==> src/rtl/zbt_arbiter.sv <==
// Shares one ZBT bank between a camera writer and a display reader. Reads win,
// writes get a bounded wait, and only every FRAME_DIV-th camera frame is stored.
module zbt_arbiter #(
  parameter int ADDR_W    = 19,
  parameter int DATA_W    = 36,
  parameter int FRAME_DIV = 4,
  parameter int MAX_WAIT  = 7
) (
  input  logic              clk,
  input  logic              reset,
  input  logic              frame_start,
  input  logic              wr_req,
  input  logic [ADDR_W-1:0] wr_addr,
  input  logic [DATA_W-1:0] wr_data,
  output logic              wr_ready,
  input  logic              rd_req,
  input  logic [ADDR_W-1:0] rd_addr,
  output logic              rd_ack,
  output logic              rd_valid,
  output logic [DATA_W-1:0] rd_data,
  output logic              zbt_cen,
  output logic              zbt_we,
  output logic [ADDR_W-1:0] zbt_addr,
  output logic [DATA_W-1:0] zbt_wdata,
  output logic              zbt_frame_enable,
  input  logic [DATA_W-1:0] zbt_rdata
);

  localparam int CNT_W  = (FRAME_DIV > 1) ? $clog2(FRAME_DIV) : 1;
  localparam int WAIT_W = (MAX_WAIT > 0) ? $clog2(MAX_WAIT + 1) : 1;
  localparam logic [CNT_W-1:0]  CNT_LAST = CNT_W'(FRAME_DIV - 1);
  localparam logic [WAIT_W-1:0] WAIT_MAX = WAIT_W'(MAX_WAIT);

  logic [CNT_W-1:0]  frame_cnt;
  logic              buf_full;
  logic [ADDR_W-1:0] buf_addr;
  logic [DATA_W-1:0] buf_data;
  logic [WAIT_W-1:0] wait_cnt;
  logic [3:0]        tag_pipe;
  logic              cmd_we;
  logic              store_frame;
  logic              force_wr;
  logic              rd_grant;
  logic              wr_grant;
  logic              accept;

  // Arbitration: reads win unless the buffered write has waited its limit.
  always_comb begin
    store_frame = (frame_cnt == {CNT_W{1'b0}});
    force_wr    = buf_full && (wait_cnt == WAIT_MAX);
    rd_grant    = !reset && rd_req && !force_wr;
    wr_grant    = !reset && buf_full && !rd_grant;
    wr_ready    = !reset && (!buf_full || wr_grant);
    accept      = wr_req && wr_ready;
  end

  assign rd_ack   = rd_grant;
  // cen stays high outside reset: the driver's write pipeline must never freeze.
  assign zbt_cen  = !reset;
  assign zbt_we   = cmd_we && !reset;
  assign rd_valid = tag_pipe[3] && !reset;

  // Frame decimation counter.
  always_ff @(posedge clk) begin
    if (reset) begin
      frame_cnt <= {CNT_W{1'b0}};
    end else if (frame_start) begin
      if (frame_cnt == CNT_LAST) begin
        frame_cnt <= {CNT_W{1'b0}};
      end else begin
        frame_cnt <= frame_cnt + CNT_W'(1);
      end
    end else begin
      frame_cnt <= frame_cnt;
    end
  end

  // One-entry write buffer; writes accepted in skipped frames are dropped here.
  always_ff @(posedge clk) begin
    if (reset) begin
      buf_full <= 1'b0;
      buf_addr <= {ADDR_W{1'b0}};
      buf_data <= {DATA_W{1'b0}};
    end else if (accept && store_frame) begin
      buf_full <= 1'b1;
      buf_addr <= wr_addr;
      buf_data <= wr_data;
    end else if (wr_grant) begin
      buf_full <= 1'b0;
    end else begin
      buf_full <= buf_full;
    end
  end

  // Counts reads that beat the buffered write.
  always_ff @(posedge clk) begin
    if (reset || !buf_full || wr_grant) begin
      wait_cnt <= {WAIT_W{1'b0}};
    end else if (rd_grant && (wait_cnt != WAIT_MAX)) begin
      wait_cnt <= wait_cnt + WAIT_W'(1);
    end else begin
      wait_cnt <= wait_cnt;
    end
  end

  // Register the granted command onto the driver interface.
  always_ff @(posedge clk) begin
    if (reset) begin
      cmd_we           <= 1'b0;
      zbt_frame_enable <= 1'b0;
      zbt_addr         <= {ADDR_W{1'b0}};
      zbt_wdata        <= {DATA_W{1'b0}};
    end else if (wr_grant) begin
      cmd_we           <= 1'b1;
      zbt_frame_enable <= 1'b1;
      zbt_addr         <= buf_addr;
      zbt_wdata        <= buf_data;
    end else if (rd_grant) begin
      cmd_we           <= 1'b0;
      zbt_frame_enable <= 1'b0;
      zbt_addr         <= rd_addr;
      zbt_wdata        <= {DATA_W{1'b0}};
    end else begin
      cmd_we           <= 1'b0;
      zbt_frame_enable <= 1'b0;
      zbt_addr         <= {ADDR_W{1'b0}};
      zbt_wdata        <= {DATA_W{1'b0}};
    end
  end

  // Read tags follow the command, driver and capture stages; bit 3 is rd_valid.
  always_ff @(posedge clk) begin
    if (reset) begin
      tag_pipe <= 4'b0000;
      rd_data  <= {DATA_W{1'b0}};
    end else begin
      tag_pipe <= {tag_pipe[2:0], rd_grant};
      if (tag_pipe[2]) begin
        rd_data <= zbt_rdata;
      end else begin
        rd_data <= rd_data;
      end
    end
  end

endmodule
==> config.mk <==
export PLATFORM = sky130hd
export DESIGN_NAME = zbt_arbiter
export DESIGN_NICKNAME = d
export VERILOG_FILES = /design/src/rtl/zbt_arbiter.sv
export SDC_FILE = /design/constraint.sdc
export NUM_CORES = 1
export LEC_CHECK = 0
export CAP_MARGIN = 20
export CORE_AREA = 2 2 118 120
export CTS_CLUSTER_SIZE = 40
export DETAILED_ROUTE_END_ITERATION = 10
export DIE_AREA = 0 0 120 122
export GPL_TIMING_DRIVEN = 0
export HOLD_SLACK_MARGIN = 0.06
export PLACE_DENSITY = 0.87
export SLEW_MARGIN = 20
export SYNTH_ARGS = -nofsm -noshare
export SYNTH_HDL_FRONTEND = slang
export SYNTH_SLANG_ARGS = --single-unit
==> constraint.sdc <==
create_clock -name clk -period 3.1 [get_ports clk]
set_input_delay 0.93 -clock clk [delete_from_list [all_inputs] [get_ports clk]]
set_output_delay 0.93 -clock clk [all_outputs]
set_load 0.05 [all_outputs]
==> flow_metrics.py <==
metrics = {
    "outcome": {
        "status": "complete, no violations",
    },
    "logic_synthesis": {
        "syn_area_um2": 5870,
        "yosys.area.top_type": "dfxtp_1",
        "synth_area_leaders": "dfxtp_1, mux2_4, nor2b_1",
        "synth_flop_cell": "dfxtp_1",
        "ys_ff_latch": 157,
        "yosysSeqAreaShare_pct": 53.5,
        "ys_types": 26,
        "syn_inst": 507,
        "syn_area_per_cell_um2": 11.6,
        "synthArstFlopShare_pct": 0,
        "synth_edf_count": 0,
        "ys.warnings.count": 0,
        "synth.top_cell.area_share_pct": 53.5,
        "synthesis.nets": 626,
    },
    "hold_path": {
        "whs_path_depth": 1,
        "hp-class": "register to register",
        "worstHoldStart": "wait_cnt[0]",
        "worstHoldEndpoint": "wait_cnt[0]",
    },
    "sta": {
        "fin_hold_ws_ps": 434,
        "hold_violations": 0,
        "fmax_mhz": 326,
        "period_minus_slack_ps": 3070,
        "rsz0062_at_grt": "true",
        "drv_slew": 0,
        "slew_headroom_pct": 56.4,
        "period_share_pct": 99.0,
        "finalSetupViolCount": 0,
        "setup_tns_ps": 0,
        "finClkSkew_ps": 4.58,
        "tightest_slew_ps": 651,
    },
    "floorplan": {
        "die_w_um": 120,
        "io_pins": 212,
        "fp.dieH_um": 122,
        "dieArea_um2": 14600,
        "start_util_pct": 43.5,
        "core_um2": 13500,
        "rows": 43,
    },
    "cts": {
        "clock-sinks": 157,
        "clk_pin_slew_ps": 60,
        "tritoncts": "done",
        "cts_setup_buffers": 0,
        "clock_latency_ps": 420,
        "cts.path.max_buffers": 2,
        "cts_buffers": 17,
        "ctsHtreeMaxLevel": 4,
        "cts-root-buf": "clkbuf_16",
    },
    "routing": {
        "vias_per_cell": 4.90,
        "routed_wl_mm": 15.3,
        "drtAntennaViolNets": 0,
        "remaining_drc_errors": 0,
        "wl_per_cell_um": 16.6,
        "dr.first_iter.drc_count": 290,
        "dr_total_vias": 4532,
        "drt_pass1_iterations": 4,
    },
    "setup_path": {
        "worst_ep_required_time_ps": 2170,
        "r2r_end": "zbt_wdata[13]",
        "r2r_setup_slack_ps": 1080,
        "endpoint_kind": "output port",
        "crit_fanout": 4,
        "crit_type": "input pin to output port",
        "worst-r2r-cell-count": 6,
        "worstPathArrival_ps": 2140,
        "r2r-start": "wait_cnt[0]",
        "critPathLaunchType": "input pin",
    },
    "global_routing": {
        "grt_max_degree": 17,
        "grt_pass1_vias": 4740,
        "grtUsageTotal_pct": 21.3,
        "antenna_found_initial": 0,
        "grt.overflow.total": 0,
        "grt_pass1_wl_mm": 23.8,
    },
    "power_and_ir_drop": {
        "power_density_nw_per_um2": 562,
        "power_mw": 4.98,
        "leakagePower_nw": 3.49,
        "vdd_ir_drop_max_mv": 0.375,
    },
    "layout": {
        "insertedDiodeCount": 0,
        "fin_util_pct": 65.6,
        "drive_gt1_share_pct": 14.8,
        "layout_commonest_cell": "clkdlybuf4s50_1",
        "nets": 853,
        "final_area_um2": 8860,
        "final_cell_mix": "clkdlybuf4s50_1, dfxtp_1, nor2b_1",
        "syn2layout_area_growth_pct": 50.9,
    },
    "placement": {
        "place_area_um2": 8210,
        "routabilityCongestion": 0.779,
        "io_buffers": 210,
        "hpwl_mm": 11.4,
    },
    "run": {
        "maxCapViolations": 0,
    },
}
## worst max-delay path by stage
| stage | slack (ps) | to | from | cells after the start |
|---|---|---|---|---|
| after global placement | -830 | wr_ready | reset | 6 |
| after CTS | 7 | wr_ready | rd_req | 5 |
| after global routing | -6 | rd_ack | rd_req | 4 |
| final | 30 | wr_ready | rd_req | 5 |
| after floorplan | 50 | rd_ack | reset | 5 |
| after detailed placement | -820 | wr_ready | reset | 6 |
## final cells by class
| type | instances | area [um2] |
|---|---|---|
| fill | 998 | 4650 |
| sequential | 157 | 3140 |
| clock buffer | 22 | 464 |
| clock inverter | 7 | 163 |
| tap | 180 | 225 |
| timing repair buffer | 210 | 2100 |
| multi-input combinational | 302 | 2520 |
| buffer | 40 | 218 |
| inverter | 6 | 22.5 |
## kinds of logic (layout without fill, tap and decap cells)
family / count (synthesis) / in the layout / share of synthesized area, %
adder cells (fa/ha/maj): 4 / 4 / 0.853
multiplexers: 93 / 93 / 20.2
buffers and inverters: 48 / 285 / 4.01
AO/OA/AOI/OAI: 61 / 61 / 7.78
flip-flops: 157 / 157 / 53.5
AND/OR/NAND/NOR: 144 / 144 / 13.6
## repair_timing
item | 4_1_cts | 5_1_grt
endpoints found under the setup margin | 5 | 2
resized for setup | 29 | 2
hold buffers | 0 | 0
## cell usage after synthesis, types with 2 or more instances
cell,count
buf_6,5
buf_2,10
mux2i_1,38
o2111ai_1,19
buf_1,4
mux2_4,50
nor2_1,41
dfxtp_1,157
ha_1,4
nor2b_1,61
o311ai_0,18
inv_1,5
a211oi_1,2
clkbuf_1,21
and2_1,38
mux2_2,5
a21oi_1,20
## power breakdown
part	internal, mW	switching [mW]
logic	0.333	0.272
clock network	1.46	0.760
registers	2.11	0.0423
total	3.90	1.07
## through the flow
step / setup slack, ps / std cells
6_report: 30.3 / 924
5_1_grt: -6.36 / 924
4_1_cts: 7.16 / 925
3_5_place_dp: -817 / 897
3_3_place_gp: -829 / 897
2_1_floorplan: 48.3 / 507
## flip-flops by register name (all words and copies together) (netlist names)
signal / count
buf_addr: 19
buf_data: 36
buf_full: 1
cmd_we: 1
frame_cnt: 2
rd_data: 36
tag_pipe: 4
wait_cnt: 3
zbt_addr: 19
zbt_wdata: 36
## worst max-delay path, stage by stage
cell and delay, ps:
clkdlybuf4s50_1 540, nor2b_4 210, and3_4 210, nor2_2 30, buf_2 210
## layer usage
metal	track usage, %	vias to the layer above	share of wire [%]
li1	-	2187	-
met1	21.7	2129	38
met2	38.2	180	51
met3	8.43	36	8.5
met4	9.71	0	2.6
met5	0	-	0
Note: power is estimated with default switching activity, not from simulation.
